===== src/rtl/mem_arb_pkg.sv =====
`default_nettype none
// ============================================================================
//  Module   : mem_arb_pkg
//  Purpose  : Shared types and defaults for the unified memory-port arbiter.
//             Holds the arbiter state encoding, the requester identifiers and
//             the default address/data widths.
//  Revision : 1.0 - initial release
// ============================================================================
package mem_arb_pkg;

  localparam int unsigned DEF_AW = 32;
  localparam int unsigned DEF_DW = 32;

  // Arbiter states. IF_DROP is an in-flight fetch whose result is discarded
  // because the pipeline redirected while the bus was still busy.
  typedef enum logic [1:0] {
    IDLE     = 2'd0,
    IF_BUSY  = 2'd1,
    LSU_BUSY = 2'd2,
    IF_DROP  = 2'd3
  } arb_state_e;

  typedef enum logic {
    REQ_IF  = 1'b0,
    REQ_LSU = 1'b1
  } req_id_e;

endpackage : mem_arb_pkg
`default_nettype wire


===== src/rtl/mem_port_arbiter.sv =====
`default_nettype none
// ============================================================================
//  Module   : mem_port_arbiter
//  Purpose  : Shares one memory port between instruction fetch (IF) and the
//             load/store unit (LSU). One transaction is outstanding at a
//             time; LSU has priority, limited by a streak counter so that a
//             waiting fetch is eventually served.
//  Ports    :
//    clk, rst_n          clock (rising edge), async active-low reset
//    i_if_req/addr/flush fetch request, address, pipeline redirect
//    o_if_rdata/valid    fetched word and its one-cycle valid pulse
//    i_lsu_*             load/store command (req, we, be, addr, wdata)
//    o_lsu_rdata/valid   load data and completion pulse
//    o_mem_*             registered memory command, held until ack
//    i_mem_rdata/ack     memory response
//    o_if_stall          i_if_req and no if_valid this cycle
//    o_lsu_stall         i_lsu_req and no lsu_valid this cycle
//  Revision : 1.0 - initial release
// ============================================================================
module mem_port_arbiter
  import mem_arb_pkg::*;
#(
  parameter int unsigned AW         = DEF_AW,
  parameter int unsigned DW         = DEF_DW,
  parameter int unsigned MAX_STREAK = 4
) (
  input  logic            clk,
  input  logic            rst_n,
  input  logic            i_if_req,
  input  logic [AW-1:0]   i_if_addr,
  input  logic            i_if_flush,
  output logic [DW-1:0]   o_if_rdata,
  output logic            o_if_valid,
  input  logic            i_lsu_req,
  input  logic            i_lsu_we,
  input  logic [DW/8-1:0] i_lsu_be,
  input  logic [AW-1:0]   i_lsu_addr,
  input  logic [DW-1:0]   i_lsu_wdata,
  output logic [DW-1:0]   o_lsu_rdata,
  output logic            o_lsu_valid,
  output logic            o_mem_req,
  output logic            o_mem_we,
  output logic [DW/8-1:0] o_mem_be,
  output logic [AW-1:0]   o_mem_addr,
  output logic [DW-1:0]   o_mem_wdata,
  input  logic [DW-1:0]   i_mem_rdata,
  input  logic            i_mem_ack,
  output logic            o_if_stall,
  output logic            o_lsu_stall
);

  localparam int unsigned     c_SW           = $clog2(MAX_STREAK + 1);
  localparam logic [c_SW-1:0] c_STREAK_MAX   = c_SW'(MAX_STREAK);
  localparam logic [c_SW-1:0] c_STREAK_ONE   = c_SW'(1);

  arb_state_e      r_state;
  arb_state_e      w_state_nxt;
  logic [c_SW-1:0] r_streak;

  logic            r_mem_req;
  logic            r_mem_we;
  logic [DW/8-1:0] r_mem_be;
  logic [AW-1:0]   r_mem_addr;
  logic [DW-1:0]   r_mem_wdata;
  logic [DW-1:0]   r_if_rdata;
  logic            r_if_valid;
  logic [DW-1:0]   r_lsu_rdata;
  logic            r_lsu_valid;

  logic            w_ack;
  logic            w_if_elig;
  logic            w_lsu_elig;
  logic            w_lsu_wins;
  logic            w_if_wins;
  logic            w_grant_if;
  logic            w_grant_lsu;
  logic            w_if_done;
  logic            w_lsu_done;
  logic            w_txn_end;
  req_id_e         w_grant_id;

  // An ack only counts while a command is actually on the bus.
  assign w_ack = i_mem_ack & r_mem_req;

  // A requester completing this cycle still holds its req; mask it so the
  // same request is not issued twice. A redirect also cancels the fetch.
  assign w_if_elig  = i_if_req & ~r_if_valid & ~i_if_flush;
  assign w_lsu_elig = i_lsu_req & ~r_lsu_valid;

  assign w_lsu_wins = w_lsu_elig & (~w_if_elig | (r_streak < c_STREAK_MAX));
  assign w_if_wins  = w_if_elig & ~w_lsu_wins;
  assign w_grant_id = w_grant_lsu ? REQ_LSU : REQ_IF;

  // --------------------------------------------------------------------------
  // State register
  // --------------------------------------------------------------------------
  always_ff @(posedge clk or negedge rst_n) begin
    if (!rst_n) begin
      r_state <= IDLE;
    end else begin
      r_state <= w_state_nxt;
    end
  end

  // --------------------------------------------------------------------------
  // Next-state logic
  // --------------------------------------------------------------------------
  always_comb begin
    w_state_nxt = r_state;
    case (r_state)
      IDLE: begin
        if (w_lsu_wins) begin
          w_state_nxt = LSU_BUSY;
        end else if (w_if_wins) begin
          w_state_nxt = IF_BUSY;
        end
      end
      IF_BUSY: begin
        if (w_ack) begin
          w_state_nxt = IDLE;
        end else if (i_if_flush) begin
          w_state_nxt = IF_DROP;
        end
      end
      IF_DROP, LSU_BUSY: begin
        if (w_ack) begin
          w_state_nxt = IDLE;
        end
      end
      default: w_state_nxt = IDLE;
    endcase
  end

  // --------------------------------------------------------------------------
  // State-decoded actions
  // --------------------------------------------------------------------------
  always_comb begin
    w_grant_if  = 1'b0;
    w_grant_lsu = 1'b0;
    w_if_done   = 1'b0;
    w_lsu_done  = 1'b0;
    w_txn_end   = 1'b0;
    case (r_state)
      IDLE: begin
        w_grant_lsu = w_lsu_wins;
        w_grant_if  = w_if_wins;
      end
      IF_BUSY: begin
        w_txn_end = w_ack;
        // A redirect landing together with the ack discards the data.
        w_if_done = w_ack & ~i_if_flush;
      end
      IF_DROP: begin
        w_txn_end = w_ack;
      end
      LSU_BUSY: begin
        w_txn_end  = w_ack;
        w_lsu_done = w_ack;
      end
      default: ;
    endcase
  end

  // --------------------------------------------------------------------------
  // Memory command, response data and completion pulses
  // --------------------------------------------------------------------------
  always_ff @(posedge clk or negedge rst_n) begin
    if (!rst_n) begin
      r_mem_req   <= 1'b0;
      r_mem_we    <= 1'b0;
      r_mem_be    <= '0;
      r_mem_addr  <= '0;
      r_mem_wdata <= '0;
      r_if_rdata  <= '0;
      r_if_valid  <= 1'b0;
      r_lsu_rdata <= '0;
      r_lsu_valid <= 1'b0;
    end else begin
      r_if_valid  <= w_if_done;
      r_lsu_valid <= w_lsu_done;
      if (w_if_done) begin
        r_if_rdata <= i_mem_rdata;
      end
      // Stores leave the last load result untouched.
      if (w_lsu_done && !r_mem_we) begin
        r_lsu_rdata <= i_mem_rdata;
      end
      if (w_grant_if || w_grant_lsu) begin
        r_mem_req <= 1'b1;
        case (w_grant_id)
          REQ_LSU: begin
            r_mem_we    <= i_lsu_we;
            r_mem_be    <= i_lsu_be;
            r_mem_addr  <= i_lsu_addr;
            r_mem_wdata <= i_lsu_wdata;
          end
          default: begin
            r_mem_we    <= 1'b0;
            r_mem_be    <= '1;
            r_mem_addr  <= i_if_addr;
            r_mem_wdata <= '0;
          end
        endcase
      end else if (w_txn_end) begin
        r_mem_req <= 1'b0;
      end
    end
  end

  // --------------------------------------------------------------------------
  // Anti-starvation streak: LSU grants taken while a live fetch waits.
  // --------------------------------------------------------------------------
  always_ff @(posedge clk or negedge rst_n) begin
    if (!rst_n) begin
      r_streak <= '0;
    end else if (r_state == IDLE) begin
      if (!i_if_req || w_grant_if) begin
        r_streak <= '0;
      end else if (w_grant_lsu && !i_if_flush && (r_streak != c_STREAK_MAX)) begin
        r_streak <= r_streak + c_STREAK_ONE;
      end
    end
  end

  assign o_mem_req   = r_mem_req;
  assign o_mem_we    = r_mem_we;
  assign o_mem_be    = r_mem_be;
  assign o_mem_addr  = r_mem_addr;
  assign o_mem_wdata = r_mem_wdata;
  assign o_if_rdata  = r_if_rdata;
  assign o_if_valid  = r_if_valid;
  assign o_lsu_rdata = r_lsu_rdata;
  assign o_lsu_valid = r_lsu_valid;
  assign o_if_stall  = i_if_req & ~r_if_valid;
  assign o_lsu_stall = i_lsu_req & ~r_lsu_valid;

endmodule : mem_port_arbiter
`default_nettype wire


===== config.mk =====
export PLATFORM = sky130hd
export DESIGN_NAME = mem_port_arbiter
export DESIGN_NICKNAME = d
export VERILOG_FILES = /design/src/rtl/mem_arb_pkg.sv /design/src/rtl/mem_port_arbiter.sv
export SDC_FILE = /design/constraint.sdc
export NUM_CORES = 1
export LEC_CHECK = 0
export BUFFER_PORTS_ARGS = -buffer_cell sky130_fd_sc_hd__buf_4
export CAP_MARGIN = 5
export CORE_ASPECT_RATIO = 1.5
export CORE_MARGIN = 4
export CORE_UTILIZATION = 45
export CTS_CLUSTER_DIAMETER = 50
export DETAILED_ROUTE_END_ITERATION = 10
export GPL_ROUTABILITY_DRIVEN = 0
export PLACE_DENSITY = 0.78
export SLEW_MARGIN = 20
export SYNTH_ARGS = -nofsm -noshare
export SYNTH_HDL_FRONTEND = slang
export SYNTH_SLANG_ARGS = --single-unit

===== constraint.sdc =====
create_clock -name clk -period 2.8 [get_ports clk]
set_clock_uncertainty 0.05 [all_clocks]
set_input_delay 0.14 -clock clk [delete_from_list [all_inputs] [get_ports clk]]
set_output_delay 0.14 -clock clk [all_outputs]
set_load 0.05 [all_outputs]

==> impl_metrics.py <==
metrics = {
    "placed_design": {
        "hpwlAfterDp_mm": 12.0,
        "pre_cts_ws_ps": 566,
        "place_area_um2": 7870,
        "portBuffers": 276,
    },
    "synthesis": {
        "synth_top_cell_by_area": "dfrtp_1",
        "syn-num-nets": 544,
        "ys_types": 34,
        "synthFlopType": "dfrtp_1",
        "synth_top_area_share": 0.626,
        "synth_area_leaders": "dfrtp_1, mux2_2, mux2i_1, a22o_1, nand2_1",
        "ys_async_sr_fraction": 1.00,
        "ys_seq_area_frac": 0.626,
        "ys_ff_latch": 141,
        "synth_edf_count": 0,
        "ys_warn_count": 0,
        "synth_area_um2": 5640,
        "avgSynthCellArea_um2": 14.0,
        "synthCells": 403,
    },
    "global_route": {
        "grt_antenna_before_repair": 0,
        "overflow": 0,
        "grt_pass1_vias": 5583,
        "grt_max_degree": 84,
        "grtUsageTotal": 0.265,
        "grt_pass1_wl_mm": 29.8,
    },
    "timing": {
        "slew_viol_final": 0,
        "slew_headroom": 0.606,
        "worst_slack_ps": 208,
        "finalHoldViolations": 0,
        "finalCriticalPeriod_ps": 2590,
        "finalSetupTns_ps": 0,
        "worst_pin_slew_ps": 591,
        "rsz0062_at_grt": "no",
        "whs_ps": 6.27,
        "period_share": 0.926,
        "clock.fmax_mhz": 386,
        "report.final.setup_viol": 0,
    },
    "setup_path": {
        "cp.arrival_ps": 2820,
        "cp-end-kind": "flop",
        "start_kind": "flop",
        "reg2regPathDepth": 6,
        "path_class": "reg -> reg",
        "r2r_slack_ps": 210,
        "crit_required_ps": 3030,
        "cp_max_fo": 36,
    },
    "finish": {
        "design_area_um2": 9780,
        "area_growth_pct": 73.3,
        "antennaDiodeCount": 0,
        "fin_nets": 950,
        "drive_above_1_share": 0.465,
        "finalCoreUtilization": 0.805,
    },
    "routing": {
        "ant_nets": 0,
        "routedWlPerCell_um": 19.4,
        "vias": 5040,
        "drt_iter0_drc": 137,
        "postRouteWirelength_mm": 18.9,
        "drc": 0,
        "viasPerCell": 5.17,
        "drt-pass1-iter-count": 4,
    },
    "clock_tree": {
        "clock_path_buffers": 2,
        "clk_pin_slew_ps": 60,
        "htree_levels": 4,
        "numCtsBuffers": 17,
        "root_buffer": "clkbuf_16",
        "cts_resized": 0,
        "clock_latency_ps": 400,
        "cts.sinks": 141,
        "cts_tree": "done",
    },
    "floorplan": {
        "dieArea_um2": 14400,
        "dieHeight_um": 145,
        "fp-row-count": 49,
        "start_util": 0.465,
        "coreArea_um2": 12100,
        "die_w_um": 99.4,
        "io_pins": 277,
    },
    "min_path": {
        "hp-class": "in -> reg",
        "hold_depth": 3,
    },
    "outcome": {
        "status": "finished clean",
    },
    "job": {
        "cap_violations": 0,
    },
    "power": {
        "p_per_area_nw_per_um2": 1320,
        "p_leak_nw": 5.01,
        "ir_drop_mv": 0.769,
    },
}
routing by layer:
metal,vias up,GRT usage,share of wire
li1,2251,-,-
met1,2498,0.278,0.35
met2,227,0.483,0.55
met3,64,0.0682,0.059
met4,0,0.126,0.044
met5,-,0,0
registers in the layout (all words and copies together), names as in the netlist:
signal and flops:
o_if_rdata 32, o_mem_req 1, o_mem_wdata 32, r_streak 3
r_state 2, o_if_valid 1, o_mem_we 1, o_mem_addr 32
o_lsu_valid 1, o_lsu_rdata 32, o_mem_be 4
worst max-delay path, stage by stage (launching register included):
cell	delay, ps
dfrtp_1	430
nor3b_2	490
a211o_2	260
buf_12	240
mux2i_1	270
dlygate4sd3_1	620
o21ai_1	80
cells in the mapped netlist, types with 2 or more instances:
| cell | n |
|---|---|
| ha_1 | 2 |
| dfrtp_1 | 141 |
| buf_4 | 3 |
| mux2i_1 | 32 |
| a21o_1 | 2 |
| buf_12 | 2 |
| inv_1 | 5 |
| o22a_1 | 4 |
| o21ai_0 | 9 |
| mux2_1 | 7 |
| buf_6 | 3 |
| mux2_2 | 58 |
| buf_2 | 8 |
| nor2b_1 | 2 |
| a21oi_1 | 2 |
| a22o_1 | 34 |
| clkbuf_1 | 8 |
| nand2_1 | 38 |
| o21ai_1 | 25 |
| nor2_1 | 2 |
| nor3b_1 | 3 |
path summary, 6_finish.rpt:
kind,startpoint,end
hold reg to reg,o_if_rdata[7],o_if_rdata[7]
setup reg to reg,o_if_valid,o_mem_addr[13]
setup / recovery,o_if_valid,o_mem_addr[13]
min in group asynchronous,rst_n,o_mem_be[2]
max in group asynchronous,rst_n,o_lsu_rdata[27]
hold / removal,i_if_addr[2],o_mem_addr[2]
repair_timing:
item	4_1_cts	5_1_grt
buffers inserted	0	0
endpoints found under the hold margin	272	0
hold buffers	127	0
stage by stage:
step                      total power (W)  cells
after floorplan                   0.00807    403
after global placement             0.0101    815
after detailed placement           0.0103    815
after CTS                          0.0129    973
after global routing               0.0135    974
final                              0.0129    974
layout make-up:
class	instances	area, um^2
Multi-Input combinational cell	232	1950
Sequential cell	141	3530
Clock inverter	14	190
Clock buffer	17	425
Timing Repair Buffer	412	3480
Fill cell	662	2360
Inverter	5	18.8
Tap cell	153	191
placed cells by master (no fill, tap or decap), drive strengths merged:
cell type and instances:
nor2 2, bufinv 4, nor3b 4, or2 2
nand2b 1, clkinv 5, clkinvlp 2, a2111oi 1
dlygate4sd3 127, a211o 1, inv 8, a211oi 1
o22a 4, nand4b 1, buf 285, a22o 34
nor2b 2, o41a 1, nand2 38, o21bai 1
nor4b 1, clkbuf 17, mux2i 32, o21ai 34
dfrtp 141, a2bb2oi 1, a21oi 2, a21o 2
mux2 65, ha 2
where the power goes:
part	switching [W]	total, W	internal, W
logic	0.00466	0.00700	0.00234
registers	0.000602	0.00360	0.00299
clock network	0.000866	0.00235	0.00149
total	0.00613	0.0129	0.00682
logic make-up (layout without fill, tap and decap cells):
| logic type | after synthesis | count (layout) | share of synthesized area |
|---|---|---|---|
| AO/OA/AOI/OAI | 82 | 82 | 0.106 |
| multiplexers | 97 | 97 | 0.187 |
| AND/OR/NAND/NOR | 51 | 51 | 0.0441 |
| buffers and inverters | 30 | 448 | 0.0337 |
| adder cells (fa/ha/maj) | 2 | 2 | 0.00444 |
| flip-flops | 141 | 141 | 0.626 |
No activity file was read; power rests on OpenSTA's default activity.
